==> src/rtl/seq_detect_pkg.sv <==
// Shared types and constants for the serial pattern-detection controller.
// Optional sticky interrupt is enabled by defining SEQ_DETECT_IRQ_EN.
package seq_detect_pkg;

    typedef enum logic {
        IDLE  = 1'b0,
        ARMED = 1'b1
    } state_e;

    localparam int MAX_LEN_DEFAULT = 8;
    localparam int CNT_W_DEFAULT   = 8;

    // Storage is sized for the largest supported pattern so one type serves every MAX_LEN
    localparam int PAT_W       = 16;
    localparam int LEN_FIELD_W = 5;

    typedef struct packed {
        logic [PAT_W-1:0]       pattern;
        logic [LEN_FIELD_W-1:0] len;
        logic                   overlap;
    } cfg_t;

    function automatic logic cfg_len_legal(input logic [LEN_FIELD_W-1:0] len, input int max_len);
        return (len != '0) && (int'(len) <= max_len);
    endfunction

endpackage

==> src/rtl/seq_match_core.sv <==
// Bit history, valid-bit counter and length-masked compare; hit_o is combinational.
// A non-overlapping hit discards the history so the next match needs len fresh bits.
module seq_match_core
    import seq_detect_pkg::*;
#(
    parameter int MAX_LEN = MAX_LEN_DEFAULT
) (
    input  logic clk,
    input  logic rst,
    input  logic clear_i,
    input  logic shift_i,
    input  logic bit_i,
    input  cfg_t cfg_i,
    output logic hit_o
);

    localparam logic [LEN_FIELD_W-1:0] HCNT_MAX = LEN_FIELD_W'(MAX_LEN - 1);

    logic [MAX_LEN-2:0]     hist_q, hist_d;
    logic [LEN_FIELD_W-1:0] hcnt_q, hcnt_d;
    logic [MAX_LEN-1:0]     window;
    logic [PAT_W-1:0]       window_ext;
    logic [PAT_W-1:0]       len_mask;
    logic                   enough_bits;
    logic                   pattern_eq;

    assign window     = {hist_q, bit_i};
    assign window_ext = PAT_W'(window);

    generate
        for (genvar gi = 0; gi < PAT_W; gi++) begin : g_mask
            assign len_mask[gi] = (cfg_i.len > LEN_FIELD_W'(gi));
        end
    endgenerate

    // hcnt + 1 >= len, widened so len == 0 cannot underflow
    assign enough_bits = ({1'b0, hcnt_q} + 6'd1) >= {1'b0, cfg_i.len};
    assign pattern_eq  = ((window_ext ^ cfg_i.pattern) & len_mask) == '0;
    assign hit_o       = shift_i & enough_bits & pattern_eq;

    always_comb begin
        hist_d = hist_q;
        hcnt_d = hcnt_q;
        if (clear_i) begin
            hist_d = '0;
            hcnt_d = '0;
        end else if (shift_i) begin
            if (hit_o && !cfg_i.overlap) begin
                hist_d = '0;
                hcnt_d = '0;
            end else begin
                hist_d = window[MAX_LEN-2:0];
                if (hcnt_q != HCNT_MAX) begin
                    hcnt_d = hcnt_q + 1'b1;
                end
            end
        end
    end

    always_ff @(posedge clk or negedge rst) begin
        if (!rst) begin
            hist_q <= '0;
            hcnt_q <= '0;
        end else begin
            hist_q <= hist_d;
            hcnt_q <= hcnt_d;
        end
    end

endmodule

==> src/rtl/seq_detect_ctrl.sv <==
// Programmable serial pattern detector: config handshake, arm FSM, saturating match count.
// Define SEQ_DETECT_IRQ_EN to build the sticky match interrupt; otherwise irq is tied low.
module seq_detect_ctrl
    import seq_detect_pkg::*;
#(
    parameter int MAX_LEN = MAX_LEN_DEFAULT,
    parameter int CNT_W   = CNT_W_DEFAULT,
    parameter int LEN_W   = $clog2(MAX_LEN) + 1
) (
    input  logic               clk,
    input  logic               rst,
    input  logic               cfg_valid,
    output logic               cfg_ready,
    input  logic [MAX_LEN-1:0] cfg_pattern,
    input  logic [LEN_W-1:0]   cfg_len,
    input  logic               cfg_overlap,
    output logic               cfg_err,
    input  logic               arm,
    input  logic               in,
    input  logic               in_valid,
    output logic               out,
    output logic [CNT_W-1:0]   match_cnt,
    output logic               irq,
    input  logic               irq_clr
);

    state_e           state_q;
    cfg_t             cfg_q;
    logic             cfg_ok_q;
    logic             cfg_ok_d;
    logic             cfg_err_q;
    logic [CNT_W-1:0] match_cnt_q;

    logic cfg_fire;
    logic cfg_legal;
    logic cfg_load;
    logic arm_go;
    logic shift;
    logic hit;

    assign cfg_fire  = cfg_valid && (state_q == IDLE);
    assign cfg_legal = cfg_len_legal(LEN_FIELD_W'(cfg_len), MAX_LEN);
    assign cfg_load  = cfg_fire && cfg_legal;
    // A config accepted this cycle already counts towards arming
    assign cfg_ok_d  = cfg_ok_q || cfg_load;
    assign arm_go    = (state_q == IDLE) && arm && cfg_ok_d;
    assign shift     = (state_q == ARMED) && in_valid;

    seq_match_core #(
        .MAX_LEN (MAX_LEN)
    ) u_core (
        .clk     (clk),
        .rst     (rst),
        .clear_i (cfg_load || arm_go),
        .shift_i (shift),
        .bit_i   (in),
        .cfg_i   (cfg_q),
        .hit_o   (hit)
    );

    always_ff @(posedge clk or negedge rst) begin
        if (!rst) begin
            state_q     <= IDLE;
            cfg_q       <= '0;
            cfg_ok_q    <= 1'b0;
            cfg_err_q   <= 1'b0;
            match_cnt_q <= '0;
        end else begin
            cfg_err_q <= cfg_fire && !cfg_legal;
            cfg_ok_q  <= cfg_ok_d;
            if (cfg_load) begin
                cfg_q.pattern <= PAT_W'(cfg_pattern);
                cfg_q.len     <= LEN_FIELD_W'(cfg_len);
                cfg_q.overlap <= cfg_overlap;
            end

            case (state_q)
                IDLE:    if (arm_go) state_q <= ARMED;
                ARMED:   if (!arm)   state_q <= IDLE;
                default:             state_q <= IDLE;
            endcase

            if (cfg_load) begin
                match_cnt_q <= '0;
            end else if (hit && (match_cnt_q != '1)) begin
                match_cnt_q <= match_cnt_q + 1'b1;
            end
        end
    end

`ifdef SEQ_DETECT_IRQ_EN
    logic irq_q;

    // Set has priority over clear
    always_ff @(posedge clk or negedge rst) begin
        if (!rst) begin
            irq_q <= 1'b0;
        end else if (hit) begin
            irq_q <= 1'b1;
        end else if (irq_clr) begin
            irq_q <= 1'b0;
        end
    end

    assign irq = irq_q;
`else
    logic unused_irq_clr;

    assign unused_irq_clr = irq_clr;
    assign irq            = 1'b0;
`endif

    assign cfg_ready = (state_q == IDLE);
    assign cfg_err   = cfg_err_q;
    assign out       = hit;
    assign match_cnt = match_cnt_q;

endmodule

==> config.mk <==
export PLATFORM = sky130hd
export DESIGN_NAME = seq_detect_ctrl
export DESIGN_NICKNAME = d
export VERILOG_FILES = /design/src/rtl/seq_detect_pkg.sv /design/src/rtl/seq_match_core.sv /design/src/rtl/seq_detect_ctrl.sv
export SDC_FILE = /design/constraint.sdc
export NUM_CORES = 1
export LEC_CHECK = 0
export CAP_MARGIN = 25
export CORE_ASPECT_RATIO = 1.75
export CORE_MARGIN = 5
export CORE_UTILIZATION = 35
export DETAILED_ROUTE_END_ITERATION = 10
export GPL_ROUTABILITY_DRIVEN = 0
export GPL_TIMING_DRIVEN = 0
export SYNTH_ARGS = -nofsm -noshare
export SYNTH_HDL_FRONTEND = slang
export SYNTH_SLANG_ARGS = --single-unit
==> constraint.sdc <==
create_clock -name clk -period 3.4 [get_ports clk]
set_clock_uncertainty 0.2 [all_clocks]
set_input_delay 0.34 -clock clk [delete_from_list [all_inputs] [get_ports clk]]
set_output_delay 0.34 -clock clk [all_outputs]
set_load 0.02 [all_outputs]
# After elaboration in Yosys (flattened, before gate mapping)
# Cells that the tools add are included.
# classes
addsub	3
multipliers	0
div_mod_pow	0
order_cmp	18
eq_ne	2
n_shift	0
n_mux	12
bitwise_logic	5
reduce_logical	19
# op_table
operator	count
greater-than comparator 4 bit (second input constant)	8
2-to-1 mux 7 bit	3
2-to-1 mux 5 bit	4
bitwise AND 16 bit	1
greater-than comparator 4 x 3 -> 1 bit (second input constant)	4
logical NOT 16 bit	1
2-to-1 mux 8 bit	2
logical AND 1 bit	9
adder 8 x 1 -> 8 bit (second input constant)	1
greater-than comparator 4 x 1 -> 1 bit (second input constant)	2
greater-than comparator 4 x 2 -> 1 bit (second input constant)	2
inequality test 8 bit (second input constant)	1
bitwise XOR 8 bit	1
adder 5 x 1 -> 6 bit (second input constant)	1
greater-or-equal comparator 6 x 4 -> 1 bit	1
adder 5 x 1 -> 5 bit (second input constant)	1
inequality test 5 x 3 -> 1 bit (second input constant)	1
less-or-equal comparator 4 bit (second input constant)	1
nonzero test 2 bit	2
nonzero test 4 bit	1
nonzero test 3 bit	1
bitwise AND 1 bit	2
logical NOT 1 bit	2
logical OR 1 bit	2
other kinds (4)	5
# word_totals
register_bits	36
latchBits	0
ramBits	0
rom_bits	0
inputBits	20
output_inout_bits	12
word_cells	68
mem_count	0

# Longest topological paths before layout
# Gate-level depths: netlist of the first run.
# depth
word_depth	8
depth_mapped	10
ltp_nobuf	9

# Cells and area by module
# Synthesis of the first run repeated with hierarchy kept, for this count alone.
# unflattened
cells_unflattened	198
area_unflattened_um2	2117.0
# by_module_without_submodules
mod	instances	cells_each	area_per_inst_um2	seq_area_each_um2
seq_detect_ctrl	1	94	1126.1	600.6
seq_match_core	1	104	991.0	300.3

# Least setup slack after synthesis of the first run
# Ideal clock, no wire load.
# synth_timing
path_kind	register to register
startpoint	reg u_core.hcnt_q[0]
endpoint	reg match_cnt_q[7] (netlist: match_cnt[7])
setup_time_ns	0.136
arrival_ns	2.103
required_time_ns	3.064
slack_ns	0.961
stages_incl_launch_ff	10
path_buffers	1
period_less_slack_ns	2.439
path_cell_list	dfrtp_1 -> ha_1 -> xor2_1 -> ha_1 -> o21ai_0 -> o2111ai_1 -> nand3_2 -> buf_2 -> o41ai_1 -> a21oi_1
# synth_via
elab_chain_len	6
# synth_lines
element	line	rtl
from (decl)	seq_match_core.sv:20	logic [LEN_FIELD_W-1:0] hcnt_q, hcnt_d;
from (signal assigned)	seq_match_core.sv:66	hcnt_q <= hcnt_d;
adder 5 x 1 -> 6 bit	seq_match_core.sv:37	assign enough_bits = ({1'b0, hcnt_q} + 6'd1) >= {1'b0, cfg_i.len};
greater-or-equal comparator 6 x 4 -> 1 bit	seq_match_core.sv:37	
bitwise AND 1 bit (2 in a row)	seq_match_core.sv:39	assign hit_o = shift_i & enough_bits & pattern_eq;
logical AND 1 bit	seq_detect_ctrl.sv:85	end else if (hit && (match_cnt_q != '1)) begin
nonzero test 2 bit (no line)	-	
to (signal assigned)	seq_detect_ctrl.sv:86	match_cnt_q <= match_cnt_q + 1'b1;
to (decl)	seq_detect_ctrl.sv:32	logic [CNT_W-1:0] match_cnt_q;
# Every way passes these cells.
# A chain may end at the register's enable or synchronous reset.

# Worst setup path in the final report of the first run
# layout_timing
startpoint	reg u_core.hcnt_q[0]
endpoint	out out
# layout_via
elab_chain_len	4
# layout_lines
element	line	rtl
adder 5 x 1 -> 6 bit	seq_match_core.sv:37	
greater-or-equal comparator 6 x 4 -> 1 bit	seq_match_core.sv:37	
bitwise AND 1 bit (2 in a row)	seq_match_core.sv:39	
to (decl)	seq_detect_ctrl.sv:21	output logic out,
# Every way passes these cells.

==> summary.md, run 1 <==
| Metric | Value |
|---|---|
| RSZ-0062 raised after global routing | false |
| Via density | 5.00 |
| 1st-iter DRT viols | 22 |
| Core Region | 5300 um^2 |
| Post-DP HPWL | ~3.6 mm |
| Top cells by area, synth | dfrtp_1 (47%), nand2_1 (12%), o21ai_0 (4.4%) |
| Worst Hold Class | flop to flop |
| Port-buffer cells | 29 |
| Area grow syn2layout | 25.4% |
| Seq cells post-synth | 36 |
| Fmax achieved | roughly 0.33 GHz |
| Fin nets | ~280 |
| Least-Margin Pin Slew | around 0.81 ns |
| Initial Util | 0.361 |
| Share of cells above drive strength 1 | 0.0661 |
| Crit Path Max Fanout | 15 |
| Die Y | approximately 110 um |
| Mean Syn Cell Area | 8.70 um^2 |
| CTS tree | built |
| DR DRC count | 0 |
| Outcome | complete, no violations |
| Overall Power | between 1 and 1.5 mW |
| Post-Synthesis Cell Area | 1910 um^2 |
| Max-Cap Viols | 0 |
| Post-Syn Nets | 246 |
| Antenna viol nets, final | 0 |
| Top cell type by total area after synthesis | dfrtp_1 |
| Most common cell after layout, fill and taps aside | nand2_1 |
| Unique cell type count in the Yosys netlist | 41 |
| Pre-CTS setup slack | around 0.12 ns |
| Inserted Diodes | 0 |
| Top cell type's share of synthesized area | 0.471 |
| Final TNS setup | 0 ns |
| Total Wirelength | approximately 4.6 mm |
| Htree depth | 2 |
| Critical Path Source Type | flop |
| First-pass GRT wire length | between 8 and 9 mm |
| Crit share post-route | 0.900 |
| CP endpoint kind | output port |
| Root Driver | clkbuf_8 |
| Row count | 35 |
| Max-slew violations | 0 |
| Sink Count | 36 |
| Die X | around 66 um |
| Wirelength per Cell | 13.9 um |
| CP Data Arrival Time | between 2 and 3 ns |
| Setup CP Type | flop to output port |
| Worst-path clk slew | around 0.070 ns |
| CTS max path bufs | 2 |
| Die Area | 7100 um^2 |
| TritonRoute pass-1 iters | 4 |
| Grt total ovfl | 0 |
| Most frequent cells in the layout | nand2_1 (59), dfrtp_1 (36), clkdlybuf4s50_1 (27) |
| Post-Syn Instances | 220 |
| Pwr Density | 542 nW/um^2 |
| Via count | between 1500 and 2000 |
| Vias in the first global route | ~1800 |
| Initial antenna violation count | 0 |
| Final Hold Vio Count | 0 |
| Yosys warns | 0 |
| LEAKAGE | ~1 nW |
| Crit path required time | between 2 and 3 ns |
| I/O pins | 32 |
| Register area share after synthesis | 0.471 |
| Largest net degree at the start of global routing | 37 |
| Slew headroom | 0.457 |
| Max IR drop VDD | 277 uV |
| Crit path time final | roughly 3 ns |
| Setup ws final | 0.341 ns |
| CTS Buf Count | 5 |
| Post-CTS setup buffers | 0 |
| Worst-Skew Late Latency | about 0.28 ns |
| Final setup violation count | 0 |
| Gr usage total | 0.151 |
## worst paths after layout
| check | from | to | slack [ns] | cells past startpoint |
|---|---|---|---|---|
| hold / removal | cfg_ok_q$_DFF_PN0_ | cfg_ok_q$_DFF_PN0_ | 0.28 | 1 |
| setup / recovery | u_core.hcnt_q[0]$_DFFE_PN0P_ | out | 0.34 | 8 |
| hold reg to reg | cfg_ok_q$_DFF_PN0_ | cfg_ok_q$_DFF_PN0_ | 0.28 | 1 |
| max in group asynchronous | rst | u_core.hist_q[2]$_DFFE_PN0P_ | 1.99 | 2 |
| setup reg to reg | u_core.hcnt_q[0]$_DFFE_PN0P_ | u_core.hist_q[4]$_DFFE_PN0P_ | 0.58 | 9 |
| min in group asynchronous | rst | state_q$_DFF_PN0_ | 0.49 | 2 |
## flip-flops by register name (all words and copies together) (netlist names)
name / cells
state_q: 1
cfg_err: 1
u_core.hist_q: 7
cfg_ok_q: 1
u_core.hcnt_q: 5
match_cnt: 8
cfg_q: 13
## where the power goes
part	internal (mW)	switching (mW)	total [mW]
clock network	0.165	0.146	0.311
logic	0.180	0.220	0.400
registers	0.506	0.0818	0.588
total	0.852	0.447	1.30
## layout make-up
cell class	instances	area [um^2]
multi-input combinational	168	951
sequential	36	901
inverter	7	26.3
timing repair buffer	30	294
clock buffer	8	90.1
tap	74	92.6
fill	529	2900
buffer	8	43.8
## repair_timing
item,CTS,global route
endpoints found under the hold margin,36,0
resized for setup,2,1
setup endpoints to repair,1,1
hold buffers,1,0
gates cloned,0,0
## logic make-up after synthesis
| family | Yosys count | synth area share |
|---|---|---|
| buffers and inverters | 16 | 0.0392 |
| flip-flops | 36 | 0.471 |
| multiplexers | 2 | 0.0105 |
| AND/OR/NAND/NOR | 102 | 0.235 |
| AO/OA/AOI/OAI | 46 | 0.152 |
| other | 1 | 0.00196 |
| adder cells (fa/ha/maj) | 6 | 0.0392 |
| XOR/XNOR | 11 | 0.0504 |
## worst max-delay path, stage by stage (launching register included)
cell,delay (ns)
dfrtp_1,0.45
ha_1,0.28
xor2_1,0.16
ha_1,0.27
o21ai_0,0.10
o2111ai_2,0.28
nand3_4,0.22
inv_1,0.12
dlygate4sd2_1,0.35
## layer usage
metal | GRT usage | up-vias | wire (um)
met5 | 0 | - | 0
met4 | 0.0638 | 0 | 104
met3 | 0.0272 | 9 | 117
met2 | 0.284 | 23 | 2580
met1 | 0.158 | 790 | 1800
li1 | - | 833 | -
## cell usage after synthesis
| cell | count |
|---|---|
| buf_6 | 1 |
| o21a_1 | 1 |
| a2111oi_0 | 1 |
| o22ai_1 | 2 |
| buf_2 | 3 |
| o311ai_0 | 1 |
| or2_2 | 3 |
| nand2b_1 | 2 |
| nand2_1 | 59 |
| o211ai_1 | 2 |
| mux2i_1 | 2 |
| a31oi_1 | 1 |
| nand3_2 | 1 |
| or4_1 | 2 |
| or3_1 | 1 |
| a221oi_1 | 1 |
| a21oi_1 | 8 |
| xnor2_1 | 6 |
| nand3_1 | 6 |
| o21ai_0 | 17 |
| ha_1 | 6 |
| dfrtp_1 | 36 |
| inv_1 | 7 |
| o21a_2 | 1 |
| o31a_1 | 1 |
| nor2_1 | 12 |
| xor2_1 | 5 |
| conb_1 | 1 |
| nand3b_1 | 1 |
| clkbuf_1 | 4 |
| o2111ai_1 | 2 |
| o41ai_1 | 2 |
| o31ai_1 | 2 |
| and3_1 | 2 |
| buf_4 | 1 |
| nor3_1 | 8 |
| a211oi_1 | 3 |
| nor2b_1 | 1 |
| nor4_1 | 2 |
| nand4_1 | 2 |
| a211o_1 | 1 |
## metrics by stage
stage / std cells / cell area, um^2 / hold slack, ns / util
floorplan: 220 / 1910 / -0.156 / -
global placement: 323 / 2300 / 0.261 / 0.433
detailed placement: 323 / 2290 / 0.270 / 0.432
CTS: 332 / 2400 / 0.288 / 0.452
global route: 331 / 2400 / 0.312 / 0.453
finish: 331 / 2400 / 0.283 / 0.453
(Power assumes the default switching activity.)
==> run 2: changes to the inputs <==
Clock period 3.4 ns to 3.5 ns, I/O delays scaled along.
==> summary.md, run 2 (same netlist as run 1, synthesis figures left out) <==
| Metric | Value |
|---|---|
| Crit-path cells | ha_1 > ha_1 > a211oi_1 > o2111ai_2 > nand3_2 > buf_2 > inv_1 > dlygate4sd2_1 |
| Hold path depth | 1 |
| Total Wirelength | between 4 and 5 mm |
| GRT met3 Usage | 0.0272 |
| Buf/Inv on CP | 3 |
| Crit Path Max Fanout | 10 |
| Most common cell on crit path | ha_1 |
| DR DRC count | 0 |
| Sink Count | 36 |
| Biggest register | cfg_q |
| Die X | between 60 and 70 um |
| Post-CTS setup buffers | 0 |
| Port-buffer cells | 29 |
| Util after Layout | 0.452 |
| CP endpoint kind | output port |
| Final TNS setup | 0 ns |
| Reg2reg start | u_core.hcnt_q[0]$_DFFE_PN0P_ |
| Via density | ~5 |
| Pre-CTS setup slack | between 0.2 and 0.25 ns |
| Final setup violation count | 0 |
| Gr usage total | 0.151 |
| CTS tree | built |
| Root Driver | clkbuf_8 |
| Die Y | between 100 and 150 um |
| Final Hold Vio Count | 0 |
| Vias in the first global route | ~1800 |
| Worst-path clk slew | around 0.070 ns |
| Inst Count DP | 323 |
| Critical Path Source Type | flop |
| Most common cell after layout, fill and taps aside | nand2_1 |
| Share of cells above drive strength 1 | 0.0698 |
| Die Area | 7100 um^2 |
| Pwr Density | around 520 nW/um^2 |
| R2R cell count | 9 |
| Top delay family on crit path | buffers and inverters |
| Initial Util | 0.361 |
| 1st-iter DRT viols | 19 |
| Slew headroom | 0.462 |
| CP Data Arrival Time | about 2.7 ns |
| Via count | between 1500 and 2000 |
| GR Util met1 | 0.158 |
| GRT met2 Usage | 0.284 |
| CTS Buf Count | 5 |
| Min-delay src | cfg_ok_q$_DFF_PN0_ |
| Inserted Diodes | 0 |
| I/O pins | 32 |
| Crit path required time | slightly below 3 ns |
| Worst-Skew Late Latency | approximately 0.28 ns |
| Crit path time final | about 3.3 ns |
| Max IR drop VDD | ~270 uV |
| Antenna viol nets, final | 0 |
| Least-Margin Pin Slew | about 0.81 ns |
| Grt total ovfl | 0 |
| TritonRoute pass-1 iters | 4 |
| Critical Path Slowest Stage Cell | dfrtp_1 |
| CTS max path bufs | 2 |
| Post-DP HPWL | between 3 and 4 mm |
| Worst Hold Class | flop to flop |
| Hold path endpoint | cfg_ok_q$_DFF_PN0_ |
| First-pass GRT wire length | between 8 and 9 mm |
| Fin nets | about 280 |
| Fmax achieved | around 0.31 GHz |
| Setup ws final | ~0.25 ns |
| Largest net degree at the start of global routing | 37 |
| Outcome | complete, no violations |
| Number of flip-flops in the largest register | 13 |
| Area grow syn2layout | 25.2% |
| Crit share post-route | 0.930 |
| R2R Path End | match_cnt[7]$_DFFE_PN0P_ |
| Max-slew violations | 0 |
| Max-Cap Viols | 0 |
| Row count | 35 |
| Most frequent cells in the layout | nand2_1 (59), dfrtp_1 (36), clkdlybuf4s50_1 (27) |
| Non-filler instance count after layout | ~330 |
| CP max stage delay | about 0.45 ns |
| Most Used Layer, Global Route | met2 |
| LEAKAGE | 1.03 nW |
| Initial antenna violation count | 0 |
| Core Region | ~5300 um^2 |
| Wirelength per Cell | approximately 14 um |
| RSZ-0062 raised after global routing | false |
| Setup CP Type | flop to output port |
| R2r setup slk | 0.74 ns |
| Htree depth | 2 |
## run 2: cell count changes in the layout (fill, tap and decap cells not counted), sizes merged
cell,change
buf,+1
## run 2: metal layers
layer  up-vias  part of all wire
met5         -                 0
met2        25              0.56
met4         0             0.022
met1       794              0.39
met3        10             0.027
li1        834                 -
## run 2: cell type report
cell class	instances	area [um^2]
plain buffers	9	48.8
clock buffers	8	90.1
well taps	74	92.6
repair buffers	30	294
inverters	7	26.3
multi-input cells	168	943
flip-flops and latches	36	901
fillers	530	2900
## run 2: how the worst max path moves through the flow
| stage | endpoint | cells after the start | slack (ns) | from |
|---|---|---|---|---|
| 2_1_floorplan | match_cnt[7]$_DFFE_PN0P_ | 9 | 1.06 | u_core.hcnt_q[0]$_DFFE_PN0P_ |
| 3_3_place_gp | out | 9 | 0.25 | u_core.hcnt_q[0]$_DFFE_PN0P_ |
| 3_5_place_dp | out | 9 | 0.21 | u_core.hcnt_q[0]$_DFFE_PN0P_ |
| 4_1_cts | out | 8 | 0.22 | u_core.hcnt_q[0]$_DFFE_PN0P_ |
| 5_1_grt | out | 8 | 0.08 | u_core.hcnt_q[0]$_DFFE_PN0P_ |
| 6_report | out | 8 | 0.25 | u_core.hcnt_q[0]$_DFFE_PN0P_ |
## run 2: stage by stage
stage	total power, mW	hold slack (ns)	area, um^2
floorplan	0.820	-0.146	1910
global placement	0.952	0.261	2300
detailed placement	0.957	0.270	2290
CTS	1.28	0.288	2400
global route	1.36	0.312	2400
finish	1.26	0.284	2400
## run 2: repair_timing
item / 4_1_cts / 5_1_grt
hold buffers: 1 / 0
hold endpoints to repair: 36 / 0
resized for setup: 2 / 0
setup endpoints to repair: 1 / 0
## run 2: power by group
| part | total (mW) | switching, mW | internal, mW | leakage [nW] |
|---|---|---|---|---|
| clock | 0.302 | 0.141 | 0.161 | 0.0455 |
| combinational | 0.385 | 0.210 | 0.175 | 0.517 |
| sequential | 0.571 | 0.0791 | 0.492 | 0.466 |
==> run 3: changes to the inputs <==
Settings changed: CTS_BUF_LIST set to sky130_fd_sc_hd__clkbuf_16.
==> summary.md, run 3 (same netlist as run 1, synthesis figures left out) <==
| Metric | Value |
|---|---|
| Pwr Density | about 560 nW/um^2 |
| Post-CTS setup buffers | 0 |
| Worst-path clk slew | 0.05 ns |
| Largest net degree at the start of global routing | 37 |
| CTS max path bufs | 2 |
| Most common cell on crit path | ha_1 |
| Via density | about 5.1 |
| Row count | 35 |
| Critical Path Source Type | flop |
| Max-slew violations | 0 |
| Crit Path Max Fanout | 10 |
| CP max stage delay | approximately 0.44 ns |
| Total Wirelength | 4.77 mm |
| First-pass GRT wire length | between 8 and 9 mm |
| Least-Margin Pin Slew | around 0.81 ns |
| Most frequent cells in the layout | nand2_1 (59), dfrtp_1 (36), clkdlybuf4s50_1 (27) |
| Crit path required time | 2.95 ns |
| Sink Count | 36 |
| Die Y | around 110 um |
| Max IR drop VDD | about 370 uV |
| Slew headroom | 0.458 |
| Core Region | between 5000 and 6000 um^2 |
| Setup CP Type | flop to output port |
| R2r setup slk | approximately 0.7 ns |
| Critical Path Slowest Stage Cell | dfrtp_1 |
| Area grow syn2layout | 27.7% |
| Post-DP HPWL | between 3 and 4 mm |
| Biggest register | cfg_q |
| Most common cell after layout, fill and taps aside | nand2_1 |
| Port-buffer cells | 29 |
| CP Data Arrival Time | 2.70 ns |
| R2R cell count | 9 |
| Final setup violation count | 0 |
| GRT met2 Usage | 0.290 |
| Die Area | 7100 um^2 |
| Number of flip-flops in the largest register | 13 |
| Fmax achieved | between 0.3 and 0.4 GHz |
| Crit-path cells | ha_1 > xor2_1 > ha_1 > o21ai_0 > o2111ai_2 > nand3_2 > buf_2 > inv_1 > dlygate4sd2_1 |
| R2R Path End | match_cnt[7]$_DFFE_PN0P_ |
| LEAKAGE | 1.06 nW |
| CTS tree | built |
| Most Used Layer, Global Route | met2 |
| Vias in the first global route | around 1800 |
| Final Hold Vio Count | 0 |
| TritonRoute pass-1 iters | 6 |
| I/O pins | 32 |
| Share of cells above drive strength 1 | 0.0659 |
| GRT met3 Usage | 0.0303 |
| Die X | about 66 um |
| Antenna viol nets, final | 0 |
| Reg2reg start | u_core.hcnt_q[0]$_DFFE_PN0P_ |
| Max-Cap Viols | 0 |
| Inserted Diodes | 0 |
| Fin nets | 283 |
| GR Util met1 | 0.158 |
| Wirelength per Cell | around 14 um |
| Final TNS setup | 0 ns |
| RSZ-0062 raised after global routing | false |
| Outcome | complete, no violations |
| 1st-iter DRT viols | 21 |
| CTS Buf Count | 5 |
| Gr usage total | 0.154 |
| Crit path time final | between 3 and 4 ns |
| Worst-Skew Late Latency | around 0.28 ns |
| Hold path depth | 1 |
| Root Driver | clkbuf_16 |
| Via count | around 1700 |
| Worst Hold Class | flop to flop |
| CP endpoint kind | output port |
| Crit path from | u_core.hcnt_q[0]$_DFFE_PN0P_ |
| DR DRC count | 0 |
| CP endpoint | out |
| Initial antenna violation count | 0 |
| Htree depth | 2 |
| Initial Util | 0.361 |
| Crit share post-route | 0.927 |
| Grt total ovfl | 0 |
| Util after Layout | 0.461 |
run 3: cell types whose count changed in the layout (fill, tap and decap cells not counted), sizes merged:
cell / delta
clkbuf: -3
inv: +2
clkinv: +1
run 3: metal layers:
layer  part of all wire  wire length [um]
met5                  0                 0
met4              0.022               104
met2               0.56              2650
met3              0.030               141
met1               0.39              1870
run 3: worst min-delay path by stage:
stage	slack, ns	start	endpoint
2_1_floorplan	-0.15	rst	cfg_err$_DFF_PN0_
3_3_place_gp	0.26	cfg_ok_q$_DFF_PN0_	cfg_ok_q$_DFF_PN0_
3_5_place_dp	0.27	cfg_ok_q$_DFF_PN0_	cfg_ok_q$_DFF_PN0_
4_1_cts	0.28	cfg_ok_q$_DFF_PN0_	cfg_ok_q$_DFF_PN0_
5_1_grt	0.31	cfg_ok_q$_DFF_PN0_	cfg_ok_q$_DFF_PN0_
6_report	0.28	cfg_ok_q$_DFF_PN0_	cfg_ok_q$_DFF_PN0_
run 3: cell type report:
class,count,area [um^2]
Clock inverter,3,11.3
Clock buffer,5,125
Sequential cell,36,901
Multi-Input combinational cell,168,943
Buffer,9,48.8
Fill cell,520,2860
Inverter,7,26.3
Tap cell,74,92.6
Timing Repair Buffer,30,294
run 3: power breakdown:
group	internal (mW)	leakage [nW]	switching, mW
Clock	0.256	0.0738	0.161
Sequential	0.493	0.466	0.0801
Combinational	0.176	0.517	0.211
run 3: worst max-delay path, delay by kind of cell, from the launching register on:
| family | cells | cell delay, ns |
|---|---|---|
| and+or+nand+nor | 1 | 0.19 |
| AOI/OAI and AO/OA | 2 | 0.39 |
| xor gates and xnor gates | 1 | 0.16 |
| buffers and inverters | 3 | 0.67 |
| DFF | 1 | 0.44 |
| adders and majority gates | 2 | 0.55 |
run 3: metrics by stage:
step	hold WS [ns]	setup WS [ns]	cell area (um^2)	power (mW)	cells
after global placement	0.261	0.249	2300	0.952	323
after CTS	0.283	0.224	2440	1.39	332
after detailed placement	0.270	0.211	2290	0.957	323
after floorplan	-0.146	1.06	1910	0.820	220
final	0.280	0.254	2440	1.38	332
after global routing	0.307	0.0855	2440	1.47	332
run 3: timing repair:
| action | 4_1_cts | 5_1_grt |
|---|---|---|
| endpoints found under the hold margin | 12 | 0 |
| hold buffers | 1 | 0 |
| gates resized for setup | 2 | 0 |
| endpoints found under the setup margin | 1 | 0 |
